### src/rtl/alu_seq_pkg.sv
// alu_seq_pkg: shared opcodes, instruction-word field positions and sequencer
// state type for the alu_seq control sequencer.
// The STEP_WAIT state exists only when ALU_SEQ_STEP_EN is defined.
package alu_seq_pkg;

  localparam logic [2:0] OP_NOP = 3'b000;
  localparam logic [2:0] OP_LD  = 3'b001;
  localparam logic [2:0] OP_ADD = 3'b010;
  localparam logic [2:0] OP_SUB = 3'b011;
  localparam logic [2:0] OP_NOT = 3'b100;
  localparam logic [2:0] OP_AND = 3'b101;
  localparam logic [2:0] OP_OR  = 3'b110;
  localparam logic [2:0] OP_XOR = 3'b111;

  localparam logic [7:0] HALT_INSTR = 8'h0F;

  // Instruction word: [7:5] opcode, [4] use-carry, [3:0] operand address
  localparam int unsigned OP_MSB = 7;
  localparam int unsigned OP_LSB = 5;
  localparam int unsigned UC_BIT = 4;

  typedef enum logic [2:0] {
    S_IDLE,
    S_FETCH,
    S_DECODE,
    S_EXEC,
    S_HALTED
`ifdef ALU_SEQ_STEP_EN
    , S_STEP_WAIT
`endif
  } alu_seq_state_e;

endpackage

### src/rtl/alu_seq_decode.sv
// alu_seq_decode: combinational instruction-byte decoder for alu_seq.
module alu_seq_decode
  import alu_seq_pkg::*;
#(
  parameter int unsigned AW = 4
) (
  input  logic [7:0]    instr_i,
  output logic [2:0]    op_o,
  output logic          use_carry_o,
  output logic [AW-1:0] addr_o,
  output logic          is_halt_o,
  output logic          writes_acc_o,
  output logic          writes_flags_o
);

  // Field extraction and per-opcode write-enable classification
  always_comb begin
    op_o           = instr_i[OP_MSB:OP_LSB];
    use_carry_o    = instr_i[UC_BIT];
    addr_o         = instr_i[AW-1:0];
    is_halt_o      = (instr_i == HALT_INSTR);
    writes_acc_o   = (instr_i[OP_MSB:OP_LSB] != OP_NOP);
    writes_flags_o = (instr_i[OP_MSB:OP_LSB] == OP_ADD) ||
                     (instr_i[OP_MSB:OP_LSB] == OP_SUB);
  end

endmodule

### src/rtl/alu_seq.sv
// alu_seq: multi-cycle FETCH/DECODE/EXEC sequencer driving an external ALU
// from a 16-entry program memory and a 16-entry data memory.
// Optional single-step mode: define ALU_SEQ_STEP_EN (adds step port, STEP_WAIT).
module alu_seq
  import alu_seq_pkg::*;
#(
  parameter int unsigned WIDTH = 8,
  parameter int unsigned AW    = 4
) (
  input  logic             clk,
  input  logic             rst,
  input  logic             start,
`ifdef ALU_SEQ_STEP_EN
  input  logic             step,
`endif
  output logic [AW-1:0]    imem_addr,
  input  logic [7:0]       imem_rdata,
  output logic [AW-1:0]    dmem_addr,
  input  logic [WIDTH-1:0] dmem_rdata,
  output logic [2:0]       alu_op,
  output logic [WIDTH-1:0] alu_a,
  output logic [WIDTH-1:0] alu_b,
  output logic             alu_ci,
  input  logic [WIDTH-1:0] alu_result,
  input  logic             alu_co,
  input  logic             alu_ov,
  output logic [WIDTH-1:0] acc,
  output logic             flag_c,
  output logic             flag_v,
  output logic             busy,
  output logic             halted,
  output logic             instr_done
);

  alu_seq_state_e   state_q, state_d;
  logic [AW-1:0]    pc_q, pc_d;
  logic [7:0]       ir_q, ir_d;
  logic [WIDTH-1:0] acc_q, acc_d;
  logic             flag_c_q, flag_c_d;
  logic             flag_v_q, flag_v_d;

  logic [7:0]    dec_instr;
  logic [2:0]    dec_op;
  logic          dec_use_carry;
  logic [AW-1:0] dec_addr;
  logic          dec_is_halt;
  logic          dec_writes_acc;
  logic          dec_writes_flags;

  // One decoder serves both DECODE (fresh memory byte, for the early operand
  // address and halt detection) and EXEC (latched ir).
  assign dec_instr = (state_q == S_DECODE) ? imem_rdata : ir_q;

  alu_seq_decode #(.AW(AW)) u_decode (
    .instr_i        (dec_instr),
    .op_o           (dec_op),
    .use_carry_o    (dec_use_carry),
    .addr_o         (dec_addr),
    .is_halt_o      (dec_is_halt),
    .writes_acc_o   (dec_writes_acc),
    .writes_flags_o (dec_writes_flags)
  );

  // State and architectural registers; reset discards any in-flight EXEC write
  always_ff @(posedge clk) begin
    if (rst) begin
      state_q  <= S_IDLE;
      pc_q     <= '0;
      ir_q     <= '0;
      acc_q    <= '0;
      flag_c_q <= 1'b0;
      flag_v_q <= 1'b0;
    end else begin
      state_q  <= state_d;
      pc_q     <= pc_d;
      ir_q     <= ir_d;
      acc_q    <= acc_d;
      flag_c_q <= flag_c_d;
      flag_v_q <= flag_v_d;
    end
  end

  // Next-state and register-update logic
  always_comb begin
    state_d  = state_q;
    pc_d     = pc_q;
    ir_d     = ir_q;
    acc_d    = acc_q;
    flag_c_d = flag_c_q;
    flag_v_d = flag_v_q;
    case (state_q)
      S_IDLE, S_HALTED: begin
        if (start) begin
          state_d  = S_FETCH;
          pc_d     = '0;
          acc_d    = '0;
          flag_c_d = 1'b0;
          flag_v_d = 1'b0;
        end
      end
      S_FETCH: state_d = S_DECODE;
      S_DECODE: begin
        ir_d    = imem_rdata;
        state_d = dec_is_halt ? S_HALTED : S_EXEC;
      end
      S_EXEC: begin
        if (dec_writes_acc) acc_d = alu_result;
        if (dec_writes_flags) begin
          flag_c_d = alu_co;
          flag_v_d = alu_ov;
        end
        pc_d = pc_q + AW'(1);
`ifdef ALU_SEQ_STEP_EN
        state_d = S_STEP_WAIT;
`else
        state_d = S_FETCH;
`endif
      end
`ifdef ALU_SEQ_STEP_EN
      S_STEP_WAIT: begin
        if (step) state_d = S_FETCH;
      end
`endif
      default: state_d = S_IDLE;
    endcase
  end

  // Output decode
  always_comb begin
    imem_addr  = pc_q;
    dmem_addr  = dec_addr;
    alu_a      = acc_q;
    alu_b      = dmem_rdata;
    alu_op     = (state_q == S_EXEC) ? dec_op : OP_NOP;
    alu_ci     = (state_q == S_EXEC) & dec_writes_flags & dec_use_carry & flag_c_q;
    acc        = acc_q;
    flag_c     = flag_c_q;
    flag_v     = flag_v_q;
    halted     = (state_q == S_HALTED);
    instr_done = (state_q == S_EXEC);
    busy       = (state_q == S_FETCH) || (state_q == S_DECODE) || (state_q == S_EXEC)
`ifdef ALU_SEQ_STEP_EN
                 || (state_q == S_STEP_WAIT)
`endif
                 ;
  end

endmodule

### config.mk
export PLATFORM = sky130hd
export DESIGN_NAME = alu_seq
export DESIGN_NICKNAME = d
export VERILOG_FILES = /design/src/rtl/alu_seq_pkg.sv /design/src/rtl/alu_seq_decode.sv /design/src/rtl/alu_seq.sv
export SDC_FILE = /design/constraint.sdc
export NUM_CORES = 1
export LEC_CHECK = 0
export ABC_AREA = 1
export BUFFER_PORTS_ARGS = -buffer_cell sky130_fd_sc_hd__clkbuf_2
export CORE_UTILIZATION = 29
export CTS_BUF_LIST = sky130_fd_sc_hd__clkbuf_8
export DETAILED_ROUTE_END_ITERATION = 16
export GPL_ROUTABILITY_DRIVEN = 0
export GPL_TIMING_DRIVEN = 0
export PLACE_DENSITY = 0.53
export RECOVER_POWER = 100
export SLEW_MARGIN = 10
export SYNTH_ARGS = -nofsm -noshare
export SYNTH_HDL_FRONTEND = slang
export SYNTH_HIERARCHICAL = 1
export SYNTH_SLANG_ARGS = --single-unit
### constraint.sdc
create_clock -name clk -period 5.4 [get_ports clk]
set_input_delay 0.27 -clock clk [delete_from_list [all_inputs] [get_ports clk]]
set_output_delay 0.27 -clock clk [all_outputs]
set_load 0.005 [all_outputs]
=== After elaboration in Yosys (flattened, before gate mapping) ===
Index checks and enable logic that the tools add are counted.

* Logic and storage cells: 45
* Input bits: 29
* Register bits after elaboration: 25

* Reduce and logical (&&, ||, !) cells: 10
* $add $sub $neg: 1
* Eq/ne operators: 10
* Bitwise logic cells: 3
* Muxes and demuxes: 15

{| class="wikitable"
|+ Operator list
! operator !! number
|-
| $mux W8 || 3
|-
| $pmux W8 S2 || 1
|-
| $eq A3 B2 Y1 const B || 4
|-
| $pmux W3 S4 || 1
|-
| $mux W3 || 3
|-
| $eq A8 B4 Y1 const B || 1
|-
| $pmux W4 S2 || 1
|-
| $reduce_and A3 Y1 || 2
|-
| $add A4 B1 Y4 const B || 1
|-
| $mux W4 || 1
|-
| $ne A2 B1 Y1 const B || 2
|-
| $pmux W1 S2 || 2
|-
| $and A1 B1 Y1 || 3
|-
| $eq A3 B1 Y1 const B || 1
|-
| $eq A3 B3 Y1 const B || 1
|-
| $logic_not A3 Y1 || 1
|-
| $logic_or A1 B1 Y1 || 3
|-
| $mux W1 || 3
|-
| $reduce_bool A3 Y1 || 1
|-
| $ne A2 B2 Y1 const B || 1
|-
| $reduce_and A2 Y1 || 1
|-
| $reduce_bool A2 Y1 || 1
|-
| $reduce_or A2 Y1 || 1
|}

=== Depth between registers and ports, before layout ===
* Depth after elaboration: 7
* Gate-level depth with buffers: 14

=== Modules after synthesis ===
Netlist, hierarchy kept.

{| class="wikitable"
|+ Modules (own cells, without submodules)
! module !! cells each !! instances !! area each (µm²) !! seq. area each (µm²)
|-
| alu_seq || 204 || 1 || 1357.6 || 500.5
|-
| alu_seq_decode || 22 || 1 || 112.6 || 0.0
|}

=== Worst setup path after synthesis ===
No wires, ideal clock.

* Path type: register -> register
* From: reg state_q[2]
* To: reg acc_q[0] (netlist: acc[0])
* Stages on the path, launching flop included: 13
* Arrival time: 1.695 ns
* Path slack: 3.590 ns
* Path buffers: 2
* Setup time: 0.115 ns
* Path through: dfxtp_1 inv_2 nand3_1 buf_4 o21ai_0 inv_1 nor2_1 nand2_1 inv_1 nand2_4 clkbuf_8 a21oi_1 nor2_1

* Longest elaborated chain between the ends: 5
* Elaborated cells between the ends (all ways): 12
* Classes of those cells: eq/ne (5); mux (2); reduce/logical (5)

{| class="wikitable"
|+ RTL lines
! what !! line !! text
|-
| start: declaration || alu_seq.sv:35 || <nowiki>alu_seq_state_e state_q, state_d;</nowiki>
|-
| start signal: assignment || alu_seq.sv:74 || <nowiki>state_q <= state_d;</nowiki>
|-
| $eq A3 B2 Y1 || alu_seq.sv:52 || <nowiki>assign dec_instr = (state_q == S_DECODE) ? imem_rdata : ir_q;</nowiki>
|-
| $mux W8 || - ||
|-
| named net dec_instr[6] || alu_seq.sv:42 || <nowiki>logic [7:0] dec_instr;</nowiki>
|-
| $reduce_bool A3 Y1 || alu_seq_decode.sv:22 || <nowiki>writes_acc_o = (instr_i[OP_MSB:OP_LSB] != OP_NOP);</nowiki>
|-
| named net dec_writes_acc || alu_seq.sv:47 || <nowiki>logic dec_writes_acc;</nowiki>
|-
| $ne A2 B1 Y1 (no line) || - ||
|-
| $reduce_and A3 Y1 (no line) || - ||
|-
| end signal: assignment || alu_seq.sv:70 || <nowiki>acc_q <= '0;</nowiki>
|-
| end signal: assignment || alu_seq.sv:77 || <nowiki>acc_q <= acc_d;</nowiki>
|-
| end: declaration || alu_seq.sv:38 || <nowiki>logic [WIDTH-1:0] acc_q, acc_d;</nowiki>
|}

The timed path passes the listed nets, and every way through them passes these cells.
A chain may end at the register's enable or synchronous reset.

=== Final worst setup path ===
* From: reg state_q[2]
* To: out alu_ci

* Longest elaborated chain between the ends: 7
* Elaborated cells between the ends (all ways): 9
* Classes of those cells: eq/ne (4); mux (1); bitwise (3); reduce/logical (1)

{| class="wikitable"
|+ RTL lines
! what !! line !! text
|-
| $eq A3 B2 Y1 * || alu_seq.sv:52 ||
|-
| $mux W8 * || - ||
|-
| named net dec_instr[6] || alu_seq.sv:42 ||
|-
| $eq A3 B2 Y1, on equally long branches || alu_seq_decode.sv:23, alu_seq_decode.sv:24 ||
|-
| $logic_or A1 B1 Y1 * || alu_seq_decode.sv:23 || <nowiki>writes_flags_o = (instr_i[OP_MSB:OP_LSB] == OP_ADD) ||</nowiki>
|-
| named net dec_writes_flags || alu_seq.sv:48 || <nowiki>logic dec_writes_flags;</nowiki>
|-
| $and A1 B1 Y1 * (3 in a row) || alu_seq.sv:135 || <nowiki>alu_ci = (state_q == S_EXEC) & dec_writes_flags & dec_use_carry & flag_c_q;</nowiki>
|-
| end: declaration || alu_seq.sv:23 || <nowiki>output logic alu_ci,</nowiki>
|}

The timed path passes the listed nets; every way through them passes the cells marked *.

==> key figures <==
Status
  – Run status: finished, final reports clean

Setup path
  – Setup crit start kind: flop
  – Critical R2R Capture: acc[6]
  – Worst reg2reg path depth: 13
  – Worst reg2reg path startpoint: state_q[2]
  – Type of destination of the critical path: output port
  – Largest incremental delay on the critical path: 0.39 ns
  – Slowest cell on the critical path: dfxtp_1
  – Most Frequent Cell on Critical Path: inv_1
  – Cells traversed along the worst timing path: inv_1, nand3_1, clkbuf_1, o21ai_0, inv_1, inv_1, nor2_1, nand2_1, nor2_1, clkbuf_2
  – Worst-case register-to-register setup slack: 3.04 ns
  – Data required time of the worst path: 5.13 ns
  – Largest delay share family, worst path: buffers and inverters
  – Maximum fanout along the worst path: 10
  – Critical path data arrival time: 2.12 ns
  – Crit path buf inv count: 5
  – Path type of the worst setup path: flop to output port

STA
  – Hold Slack: 0.289 ns
  – Measured slew at the worst slew-check pin: between 0.4 and 0.5 ns
  – Final Cycle Share: 44.4%
  – Worst-case headroom to the max-slew limit: between 60 and 70%
  – Time the final worst path needs with I/O delays and setup: ~2.4 ns
  – Number of failing setup endpoints in the final timing report: 0
  – Highest Clock Rate: 418 MHz
  – Setup TNS: 0 ns
  – RSZ-0062 raised after global routing: no
  – Final Hold Violating Endpoints: 0
  – Max-slew violations: 0
  – Skew final: 0.00219 ns

Yosys
  – Primary FF master, synth: dfxtp_1
  – Yosys reg bits: 25
  – Library cell with the largest summed area after synthesis: dfxtp_1
  – Count of cell types in the netlist: 19
  – Avg Cell Area, Syn: 6.51 µm²
  – Warning count from the yosys run: 6
  – Post-synthesis instance total: 226
  – Count of flip-flops with a built-in enable after synthesis: 0
  – Proportion of synthesized chip area in sequential cells: between 30% and 40%
  – Synth top area cells: dfxtp_1 (34%), buf_4 (13%), nor2_1 (11%), nand2_1 (11%), inv_1 (9.7%)
  – Area share of the leading cell type in the synthesized netlist: 34.0%
  – Async set-reset flop share out of synthesis: 0%
  – Most frequent cells after synthesis: nor2_1 (45), nand2_1 (43), inv_1 (38), buf_4 (26), dfxtp_1 (25)
  – Cell with the most instances after synthesis: nor2_1
  – Syn nets: 256
  – Area of the mapped netlist: 1470 µm²

Detailed routing
  – Count of routing violations after the opening detailed-route iteration: 24
  – Via density per instance: ~4.0
  – Post-route antenna net violation count: 0
  – DRT Wirelength: 3020 µm
  – Vias: 1416
  – Routed wire length per instance: 8.44 µm
  – # DRC: 0
  – First-pass DRT Iterations: 4

Layout
  – Number of diodes added for antenna fixing: 0
  – Net count, final: 322
  – Share of the core filled with cells in the final layout: 38.7%
  – Final Non-Filler Cells: 358
  – Share of cells above drive strength 1: 29.2%
  – Area overhead of the layout relative to synthesis: 26.0%
  – Cell area after layout: about 1900 µm²

Global routing
  – Gr ovfl total: 0
  – Pin count of the biggest net entering global routing: 14
  – Total Routing Usage GR: 11.5%
  – Global-route wire length before repair: 4800 µm
  – Vias in the first global route: 1125
  – Number of antenna violations at the first check in global routing: 0

Power and ir drop
  – NetSw: 0.000219 W
  – Switching part of the total: 35.6%
  – Combinational cell fraction of total power: 44.2%
  – Portion of total power attributed to the clock network: 17.6%
  – Register share of total power: 38.2%
  – Leakage power: 1.06 nW
  – Internal power: 0.000396 W
  – P per Cell Area: 332 nW/µm²
  – Peak supply drop: about 0.16 mV

Die
  – Height of the die: 73.2 µm
  – Starting density of the core: just over 30%
  – Site row count: 25
  – Area inside the core boundary: between 4000 and 5000 µm²
  – Width of the die: 73.2 µm
  – IO Count: 70
  – Total Die Area: approximately 5400 µm²

Clock network
  – Cts bufs inserted: 3
  – CTS root buf: clkbuf_8
  – Clock slew at reported path FFs: 0.08 ns
  – Number of setup buffers added after CTS: 0
  – Buffer depth of the longest clock path: 2
  – Hold buffer count at cts: 0
  – Clk Latency, worst-skew pair: 0.26 ns
  – Post-cts resize count: 0
  – TritonCTS clock tree: yes
  – Number of levels the H-tree was split into: 1
  – TritonCTS sink count: 25

Placement
  – Number of buffer cells added on primary ports: 61
  – HPWL Detailed: 2370 µm
  – Placed insts: 354
  – Standard cell area after detailed placement: about 1900 µm²

Worst hold path
  – Hold worst-path end: ir_q[2]
  – Hold Path Stages: 3
  – Hold/Removal Path Class: primary input to flop
  – Start point of the worst hold path: imem_rdata[2]

Flow run
  – Max-cap violations: 0
-- cell usage in the layout, fill, tap and decap left out --
cell / count
a21oi_1: 10
buf_4: 5
buf_6: 1
clkbuf_1: 12
clkbuf_2: 54
clkbuf_4: 20
clkbuf_8: 3
dfxtp_1: 25
ha_1: 1
inv_1: 40
nand2_1: 44
nand2_4: 2
nand3_1: 13
nand4_1: 1
nor2_1: 47
nor3_1: 2
o21ai_0: 11
-- power by group through the flow --
stage	combinational (W)	sequential (W)	clock, W
final	0.000272	0.000235	0.000108
after global routing	0.000314	0.000239	0.000123
after CTS	0.000290	0.000236	0.000116
after detailed placement	0.000288	0.000240	0
after global placement	0.000286	0.000239	0
after floorplan	0.000205	0.000239	0
-- worst min-delay path, stage by stage --
cell	delay, ns
clkbuf_2	0.07
o21ai_0	0.09
nor2_1	0.09
-- per-layer routing --
metal  part of all wire, %  track usage [%]  wire length, µm
met5                     0                0                0
met4                  0.56             2.61               17
met3                   6.2             2.90              186
met2                    46             20.4             1400
met1                    47             13.9             1420
-- registers in the layout, indices dropped and copies added, names as in the netlist --
register / cells
ir_q: 8
flag_c: 1
imem_addr: 4
acc: 8
flag_v: 1
state_q: 3
-- metrics by stage --
step	worst slack (ns)	power, W
detailed placement	3.25	0.000528
CTS	3.06	0.000642
finish	3.01	0.000614
global placement	3.30	0.000526
floorplan	3.59	0.000444
global route	2.66	0.000676
-- cells by family (layout without fill, tap and decap cells) --
group                      Yosys count  in the layout  synth area share [%]
and+or+nand+nor                    109            109                  31.5
buffers and inverters               70            135                  26.5
DFF                                 25             25                  34.0
AOI/OAI and AO/OA                   21             21                  7.15
adders and majority gates            1              1                 0.851
-- worst max-delay path by stage --
stage	start	end	slack, ns	depth (start not counted)
floorplan	state_q[2]	acc[0]	3.59	12
detailed placement	state_q[1]	acc[2]	3.25	11
global placement	state_q[1]	acc[2]	3.30	11
CTS	state_q[1]	alu_ci	3.06	8
finish	state_q[2]	alu_ci	3.01	10
global route	state_q[0]	acc[6]	2.66	13
-- layout make-up --
type	instances	area, µm²
Clock inverter	1	3.75
Tap cell	67	83.8
Timing Repair Buffer	61	297
Buffer	31	218
Sequential cell	25	500
Fill cell	560	2930
Clock buffer	3	41.3
Inverter	39	146
Multi-Input combinational cell	131	563
(Power assumes the default switching activity.)
